===== config.mk =====
export PLATFORM = sky130hd
export DESIGN_NAME = dec4_buf_flat
export DESIGN_NICKNAME = d
export VERILOG_FILES = /design/src/rtl/dec4_buf_if.sv /design/src/rtl/dec4_buf.sv /design/src/flat_wrapper.sv
export SDC_FILE = /design/constraint.sdc
export NUM_CORES = 1
export LEC_CHECK = 0
export ABC_AREA = 1
export BUFFER_PORTS_ARGS = -buffer_cell sky130_fd_sc_hd__buf_2
export CELL_PAD_IN_SITES_DETAIL_PLACEMENT = 0
export CELL_PAD_IN_SITES_GLOBAL_PLACEMENT = 1
export CORE_MARGIN = 2
export CORE_UTILIZATION = 39
export DETAILED_ROUTE_END_ITERATION = 7
export MAX_ROUTING_LAYER = met4
export PLACE_DENSITY = 0.85
export SLEW_MARGIN = 5
export SYNTH_ARGS = -nofsm -noshare
export SYNTH_HDL_FRONTEND = slang
export SYNTH_SLANG_ARGS = --single-unit

===== constraint.sdc =====
create_clock -name clk -period 2.35 [get_ports clk]
set_input_delay 0.235 -clock clk [delete_from_list [all_inputs] [get_ports clk]]
set_output_delay 0.235 -clock clk [all_outputs]
set_load 0.01 [all_outputs]

===== src/rtl/dec4_buf_if.sv =====
// Handshake bundle for dec4_buf: code-word producer side and decoded-line consumer side.
interface dec4_buf_if;
  logic       n1;
  logic       n2;
  logic       v;
  logic       in_valid;
  logic       in_ready;
  logic       d1;
  logic       d2;
  logic       d3;
  logic       d4;
  logic       out_valid;
  logic       out_ready;
  logic [3:0] cnt;

  modport slave (
    input  n1, n2, v, in_valid, out_ready,
    output in_ready, d1, d2, d3, d4, out_valid, cnt
  );

  modport master (
    output n1, n2, v, in_valid, out_ready,
    input  in_ready, d1, d2, d3, d4, out_valid, cnt
  );
endinterface


===== src/rtl/dec4_buf.sv =====
// 2-entry FIFO of {v,n2,n1} priority codes; the head word is decoded to one-hot d1..d4.
module dec4_buf (
  input  logic       clk,
  input  logic       rst,
  dec4_buf_if.slave  bus
);
  logic [2:0] mem_q [2];
  logic       wptr_q, wptr_d;
  logic       rptr_q, rptr_d;
  logic [1:0] occ_q, occ_d;
  logic [3:0] cnt_q, cnt_d;
  logic       in_ready, out_valid, push, pop;
  logic [2:0] head;
  logic [3:0] dec;

  // Flow control comes only from registered occupancy, so no ready->ready path.
  assign in_ready  = (occ_q != 2'd2);
  assign out_valid = (occ_q != 2'd0);
  assign push      = bus.in_valid & in_ready;
  assign pop       = out_valid & bus.out_ready;
  assign head      = mem_q[rptr_q];

  always_comb begin
    occ_d  = occ_q;
    case ({push, pop})
      2'b10:   occ_d = occ_q + 2'd1;
      2'b01:   occ_d = occ_q - 2'd1;
      default: occ_d = occ_q;
    endcase
    wptr_d = wptr_q ^ push;
    rptr_d = rptr_q ^ pop;
    cnt_d  = cnt_q + {3'b000, push};
  end

  always_comb begin
    dec = 4'b0000;
    if (out_valid && head[2]) begin
      case (head[1:0])
        2'b00:   dec = 4'b1000;
        2'b01:   dec = 4'b0100;
        2'b10:   dec = 4'b0010;
        default: dec = 4'b0001;
      endcase
    end
  end

  always_ff @(posedge clk) begin
    if (rst) begin
      wptr_q <= 1'b0;
      rptr_q <= 1'b0;
      occ_q  <= 2'd0;
      cnt_q  <= 4'd0;
    end else begin
      wptr_q <= wptr_d;
      rptr_q <= rptr_d;
      occ_q  <= occ_d;
      cnt_q  <= cnt_d;
    end
  end

  // Entry storage carries no reset; a write during reset is harmless since pointers clear.
  always_ff @(posedge clk) begin
    if (push) mem_q[wptr_q] <= {bus.v, bus.n2, bus.n1};
  end

  assign bus.in_ready  = in_ready;
  assign bus.out_valid = out_valid;
  assign bus.d1        = dec[3];
  assign bus.d2        = dec[2];
  assign bus.d3        = dec[1];
  assign bus.d4        = dec[0];
  assign bus.cnt       = cnt_q;
endmodule


===== src/flat_wrapper.sv =====
// flat-port wrapper written by rule: the top's interface ports become plain ports
module dec4_buf_flat 
  (clk, rst, bus_n1, bus_n2, bus_v, bus_in_valid, bus_out_ready, bus_in_ready, bus_d1, bus_d2, bus_d3, bus_d4, bus_out_valid, bus_cnt);
  dec4_buf_if bus_i ();
  input  logic clk;
  input  logic rst;
  input wire logic [$bits(bus_i.n1)-1:0] bus_n1;
  input wire logic [$bits(bus_i.n2)-1:0] bus_n2;
  input wire logic [$bits(bus_i.v)-1:0] bus_v;
  input wire logic [$bits(bus_i.in_valid)-1:0] bus_in_valid;
  input wire logic [$bits(bus_i.out_ready)-1:0] bus_out_ready;
  output wire logic [$bits(bus_i.in_ready)-1:0] bus_in_ready;
  output wire logic [$bits(bus_i.d1)-1:0] bus_d1;
  output wire logic [$bits(bus_i.d2)-1:0] bus_d2;
  output wire logic [$bits(bus_i.d3)-1:0] bus_d3;
  output wire logic [$bits(bus_i.d4)-1:0] bus_d4;
  output wire logic [$bits(bus_i.out_valid)-1:0] bus_out_valid;
  output wire logic [$bits(bus_i.cnt)-1:0] bus_cnt;
  assign bus_i.n1 = bus_n1;
  assign bus_i.n2 = bus_n2;
  assign bus_i.v = bus_v;
  assign bus_i.in_valid = bus_in_valid;
  assign bus_i.out_ready = bus_out_ready;
  assign bus_in_ready = bus_i.in_ready;
  assign bus_d1 = bus_i.d1;
  assign bus_d2 = bus_i.d2;
  assign bus_d3 = bus_i.d3;
  assign bus_d4 = bus_i.d4;
  assign bus_out_valid = bus_i.out_valid;
  assign bus_cnt = bus_i.cnt;
  dec4_buf u_core (.clk(clk), .rst(rst), .bus(bus_i));
endmodule

# After elaboration in Yosys (flattened, before gate mapping)
# Memories as Yosys holds them, arrays and structs flattened. A register that Yosys moved wholly into a read port is not among the register bits.
# Cells that the tools add are included.
# Widths: inputs -> output; s select.
# op_classes
bitwise,4
reduce_logical,4
shift,0
eq_ne,5
mul,0
mux,6
div_mod_pow,0
n_addsub,3
n_lt_le_gt_ge,0
# ops
cell,n
$pmux 4 s3,1
$add 4x1->4,1
$eq 2x1->1 const B,2
$eq 2x2->1 const B,2
$mux 4,1
$pmux 2 s2,1
$reduce_bool 2->1,2
$mux 1,3
$add 2x1->2 const B,1
$and 1x1->1,2
$logic_not 2->1,1
$ne 2x2->1 const B,1
$sub 2x1->2 const B,1
$xor 1x1->1,2
$logic_and 1x1->1,1
# totals
latch_bits,0
wordCells,27
n_memories,1
in_bits,7
romBits,0
output_inout_bits,10
regBits,8
mem_bits_rw,6
# mem_list
memory,depth,word_bits,read_ports,rd_ports_with_merged_regs,write_ports,line_no,source
u_core.mem_q,2,3,1,1,1,dec4_buf.sv:7,logic [2:0] mem_q [2];

# Logic depth before layout (Yosys ltp)
# depth
word_depth,4
ltp_mapped,10
ltp_nobuf,10

# Least setup slack after synthesis
# OpenSTA, ideal clock, no wires.
# synth_timing
kind,flip-flop to flip-flop
start,reg u_core.occ_q[0]
end,"reg u_core.cnt_q[2], in the netlist u_core.bus.cnt[2]"
arrival_time_ns,1.211
setup_ns,0.115
stages_incl_launch_ff,9
synth_period_minus_slack_ns,1.326
path_buffers,0
setup_slack_ns,1.024
t_required_ns,2.235
path_cell_list,dfxtp_1 -> inv_2 -> nand2_1 -> nand2_1 -> inv_1 -> ha_1 -> ha_1 -> xnor2_1 -> nor2_1
# synth_between
elab_chain_cells,3
# synth_rtl
item,line_no,source
from (decl),dec4_buf.sv:10,"logic [1:0] occ_q, occ_d;"
from (signal assigned),dec4_buf.sv:51,occ_q <= 2'd0;
from (signal assigned),dec4_buf.sv:56,occ_q <= occ_d;
$ne 2x2->1,dec4_buf.sv:17,assign in_ready = (occ_q != 2'd2);
named net bus_in_ready,flat_wrapper.sv:12,output wire logic [$bits(bus_i.in_ready)-1:0] bus_in_ready;
$and 1x1->1,dec4_buf.sv:19,assign push = bus.in_valid & in_ready;
$add 4x1->4,dec4_buf.sv:32,"cnt_d = cnt_q + {3'b000, push};"
to (signal assigned),dec4_buf.sv:57,cnt_q <= cnt_d;
to (decl),dec4_buf.sv:11,"logic [3:0] cnt_q, cnt_d;"
# The timed path passes the listed nets, and every way through them passes these cells.
# A chain may end at the register's enable or synchronous reset.

==> impl_metrics.env <==
export IMPL_status="finished, final reports clean"
export IMPL_port_buffers=16
export IMPL_postCtsSetupRepairBufs=0
export IMPL_clockBufferDepth=2
export IMPL_yosys_area_top_type="edfxtp_1"
export IMPL_die_w_um=45.5
export IMPL_wire_per_inst_um=9.50
export IMPL_p_per_area_mw_per_mm2=874
export IMPL_setup_viol=0
export IMPL_max_cap_violations=0
export IMPL_stdcell_area_um2=797
export IMPL_worstHoldPathType="primary input to register"
export IMPL_startpoint="u_core.rptr_q$_SDFF_PP0_"
export IMPL_synth_xor_area_share_pct=2.61
export IMPL_synth_common_cells="12 x nand2_1, 11 x nor2_1, 10 x inv_1, 8 x dfxtp_1, 6 x edfxtp_1"
export IMPL_routed_via_density=4.50
export IMPL_arrival_ps=1240
export IMPL_cts_sinks=14
export IMPL_core_area_mm2=0.00156
export IMPL_critical_path_max_fanout=5
export IMPL_die_h_um=45.5
export IMPL_timing_rr_start="u_core.occ_q[0]$_SDFFE_PP0P_"
export IMPL_yosysWarnings=0
export IMPL_area_growth_synth_to_final_pct=18.8
export IMPL_swShare_pct=36.1
export IMPL_ant_nets=0
export IMPL_rsz0062_at_grt="no"
export IMPL_min_period_ps=1470
export IMPL_synth_top_cell_area_share_pct=26.9
export IMPL_netlist_area_um2=671
export IMPL_insertion_delay_ps=280
export IMPL_min_delay_start="bus_n2"
export IMPL_multi_input_area_um2=273
export IMPL_initial_core_util_pct=43.0
export IMPL_cp_end_kind="output port"
export IMPL_wl_um=1040
export IMPL_overflow=0
export IMPL_fillCellCount=135
export IMPL_avgSynthCellArea_um2=9.19
export IMPL_numCtsBuffers=3
export IMPL_hold_viol_final=0
export IMPL_yosys_area_share_simple_pct=26.5
export IMPL_diodes=0
export IMPL_pwr_share_seq_pct=46.2
export IMPL_synth_ff_type="dfxtp_1"
export IMPL_period_share_pct=62.6
export IMPL_synth_ff_latch_count=14
export IMPL_synth_area_leaders="edfxtp_1 27%, dfxtp_1 24%, ha_1 9.3%"
export IMPL_yosysMostFrequentCell="nand2_1"
export IMPL_rr_worst_depth=8
export IMPL_start_kind="register"
export IMPL_antenna_found_initial=0
export IMPL_r2r_setup_slack_ps=980
export IMPL_vdd_drop_max_mv=0.410
export IMPL_syn_num_nets=85
export IMPL_root_buffer="clkbuf_4"
export IMPL_grt_total_usage_pct=12.5
export IMPL_synth_top_family_by_area="simple AND/OR/NAND/NOR gates"
export IMPL_drv_slew=0
export IMPL_power_internal_w=0.000445
export IMPL_syn_inst=73
export IMPL_tritoncts="yes"
export IMPL_row_count=14
export IMPL_initialDrtViolationCount=2
export IMPL_gp_congestion=0.741
export IMPL_ys_types=18
export IMPL_hpwl_um=834
export IMPL_reg2reg_to="u_core.bus.cnt[2]$_SDFF_PP0_"
export IMPL_fin_skew_ps=1.07
export IMPL_crit_type="register to output port"
export IMPL_first_global_vias=427
export IMPL_leakagePower_nw=0.400
export IMPL_fin_nets=106
export IMPL_seq_area_um2=340
export IMPL_vias=490
export IMPL_yosys_area_share_adder_pct=9.33
export IMPL_synth_edf_count=6
export IMPL_max_freq_mhz=680
export IMPL_drc=0
export IMPL_p_clk_share_pct=19.5
export IMPL_yosysSeqAreaShare_pct=50.7
export IMPL_dr_pass1_iters=3
export IMPL_power_frac_comb_pct=34.4
export IMPL_pin_count=17
export IMPL_cts_htree_levels=1
export IMPL_place_area_um2=771
export IMPL_p_sw_w=0.000251
export IMPL_synthArstFlopShare_pct=0
export IMPL_worst_ep_required_time_ps=2120
export IMPL_cts_repair_resized=0
export IMPL_grt_max_degree=9
export IMPL_relSlewSlack_pct=88.2
export IMPL_synth_compound_area_share_pct=2.24
export IMPL_grt_pass1_wl_um=1690
export IMPL_path_clk_slew_ps=80
export IMPL_finalSetupTns_ps=0
export IMPL_synthMuxAreaShare_pct=0
export IMPL_endpoint="bus_d1"
export IMPL_dieArea_mm2=0.00207
export IMPL_worst_pin_slew_ps=176
export IMPL_drive_above_1_share_pct=35.5
export IMPL_holdBufCountCts=0
## metrics by stage
stage | setup WS [ps] | hold slack (ps) | utilization, % | power, W | instances
floorplan | 1020 | 302 | - | 0.000506 | 73
global placement | 1040 | 424 | 49.4 | 0.000564 | 105
detailed placement | 978 | 427 | 49.4 | 0.000571 | 105
CTS | 863 | 133 | 51.1 | 0.000707 | 109
global route | 757 | 124 | 51.1 | 0.000754 | 109
finish | 879 | 141 | 51.1 | 0.000697 | 109
## final cells by class
cell class | instances | share of cell area (%)
Sequential cell | 14 | 42.7
Tap cell | 16 | 2.51
Inverter | 15 | 7.22
Timing Repair Buffer | 16 | 10.0
Clock inverter | 1 | 0.471
Clock buffer | 3 | 2.83
Multi-Input combinational cell | 44 | 34.2
## layer usage
layer,GRT usage [%],vias to the layer above,share of wire [%]
li1,-,268,-
met2,18.0,16,44
met5,-,-,0
met4,12.4,0,2.8
met3,2.38,4,7.1
met1,13.9,202,46
## power groups by stage
stage | registers (W) | logic [W] | clock network [W]
after global routing | 0.000327 | 0.000277 | 0.000150
after detailed placement | 0.000327 | 0.000244 | 0
final | 0.000322 | 0.000239 | 0.000136
after global placement | 0.000326 | 0.000238 | 0
after floorplan | 0.000326 | 0.000179 | 0
after CTS | 0.000322 | 0.000245 | 0.000140
## logic make-up after synthesis
logic type / after synthesis
compound gates: 3
buf+inv: 15
xor+xnor: 2
fa+ha+maj: 5
simple gates: 34
flops: 14
## cells in the final DEF (no fill, tap or decap)
cell,instances
nand3_1,1
edfxtp_1,6
nand2_2,3
xnor2_1,1
o21ai_0,2
ha_1,5
clkbuf_4,3
a21oi_1,1
inv_1,10
xor2_1,1
inv_2,4
nor3_2,4
nand2_1,12
nand3_2,1
dfxtp_1,8
buf_2,16
clkinv_1,1
clkinv_2,1
nand4_1,1
nand2_4,1
nor2_1,11
## flip-flops by register name, summed over array words and instances (netlist names)
register / flops
u_core.bus.cnt: 4
u_core.mem_q: 6
u_core.occ_q: 2
u_core.rptr_q: 1
u_core.wptr_q: 1
## worst min-delay path by stage
| stage | endpoint | cells past startpoint |
|---|---|---|
| after floorplan | u_core.wptr_q$_SDFF_PP0_ | 1 |
| after global placement | u_core.mem_q[0][1]$_DFFE_PP_ | 1 |
| after detailed placement | u_core.mem_q[0][1]$_DFFE_PP_ | 1 |
| after CTS | u_core.mem_q[0][1]$_DFFE_PP_ | 1 |
| after global routing | u_core.mem_q[0][1]$_DFFE_PP_ | 1 |
| final | u_core.mem_q[0][1]$_DFFE_PP_ | 1 |
## worst max-delay path, stage by stage, from the launching register on
cell and delay (ps):
dfxtp_1 410, inv_2 70, nand2_1 70, nand3_2 130
nor3_2 120, buf_2 140
No activity file was read; power rests on OpenSTA's default activity.
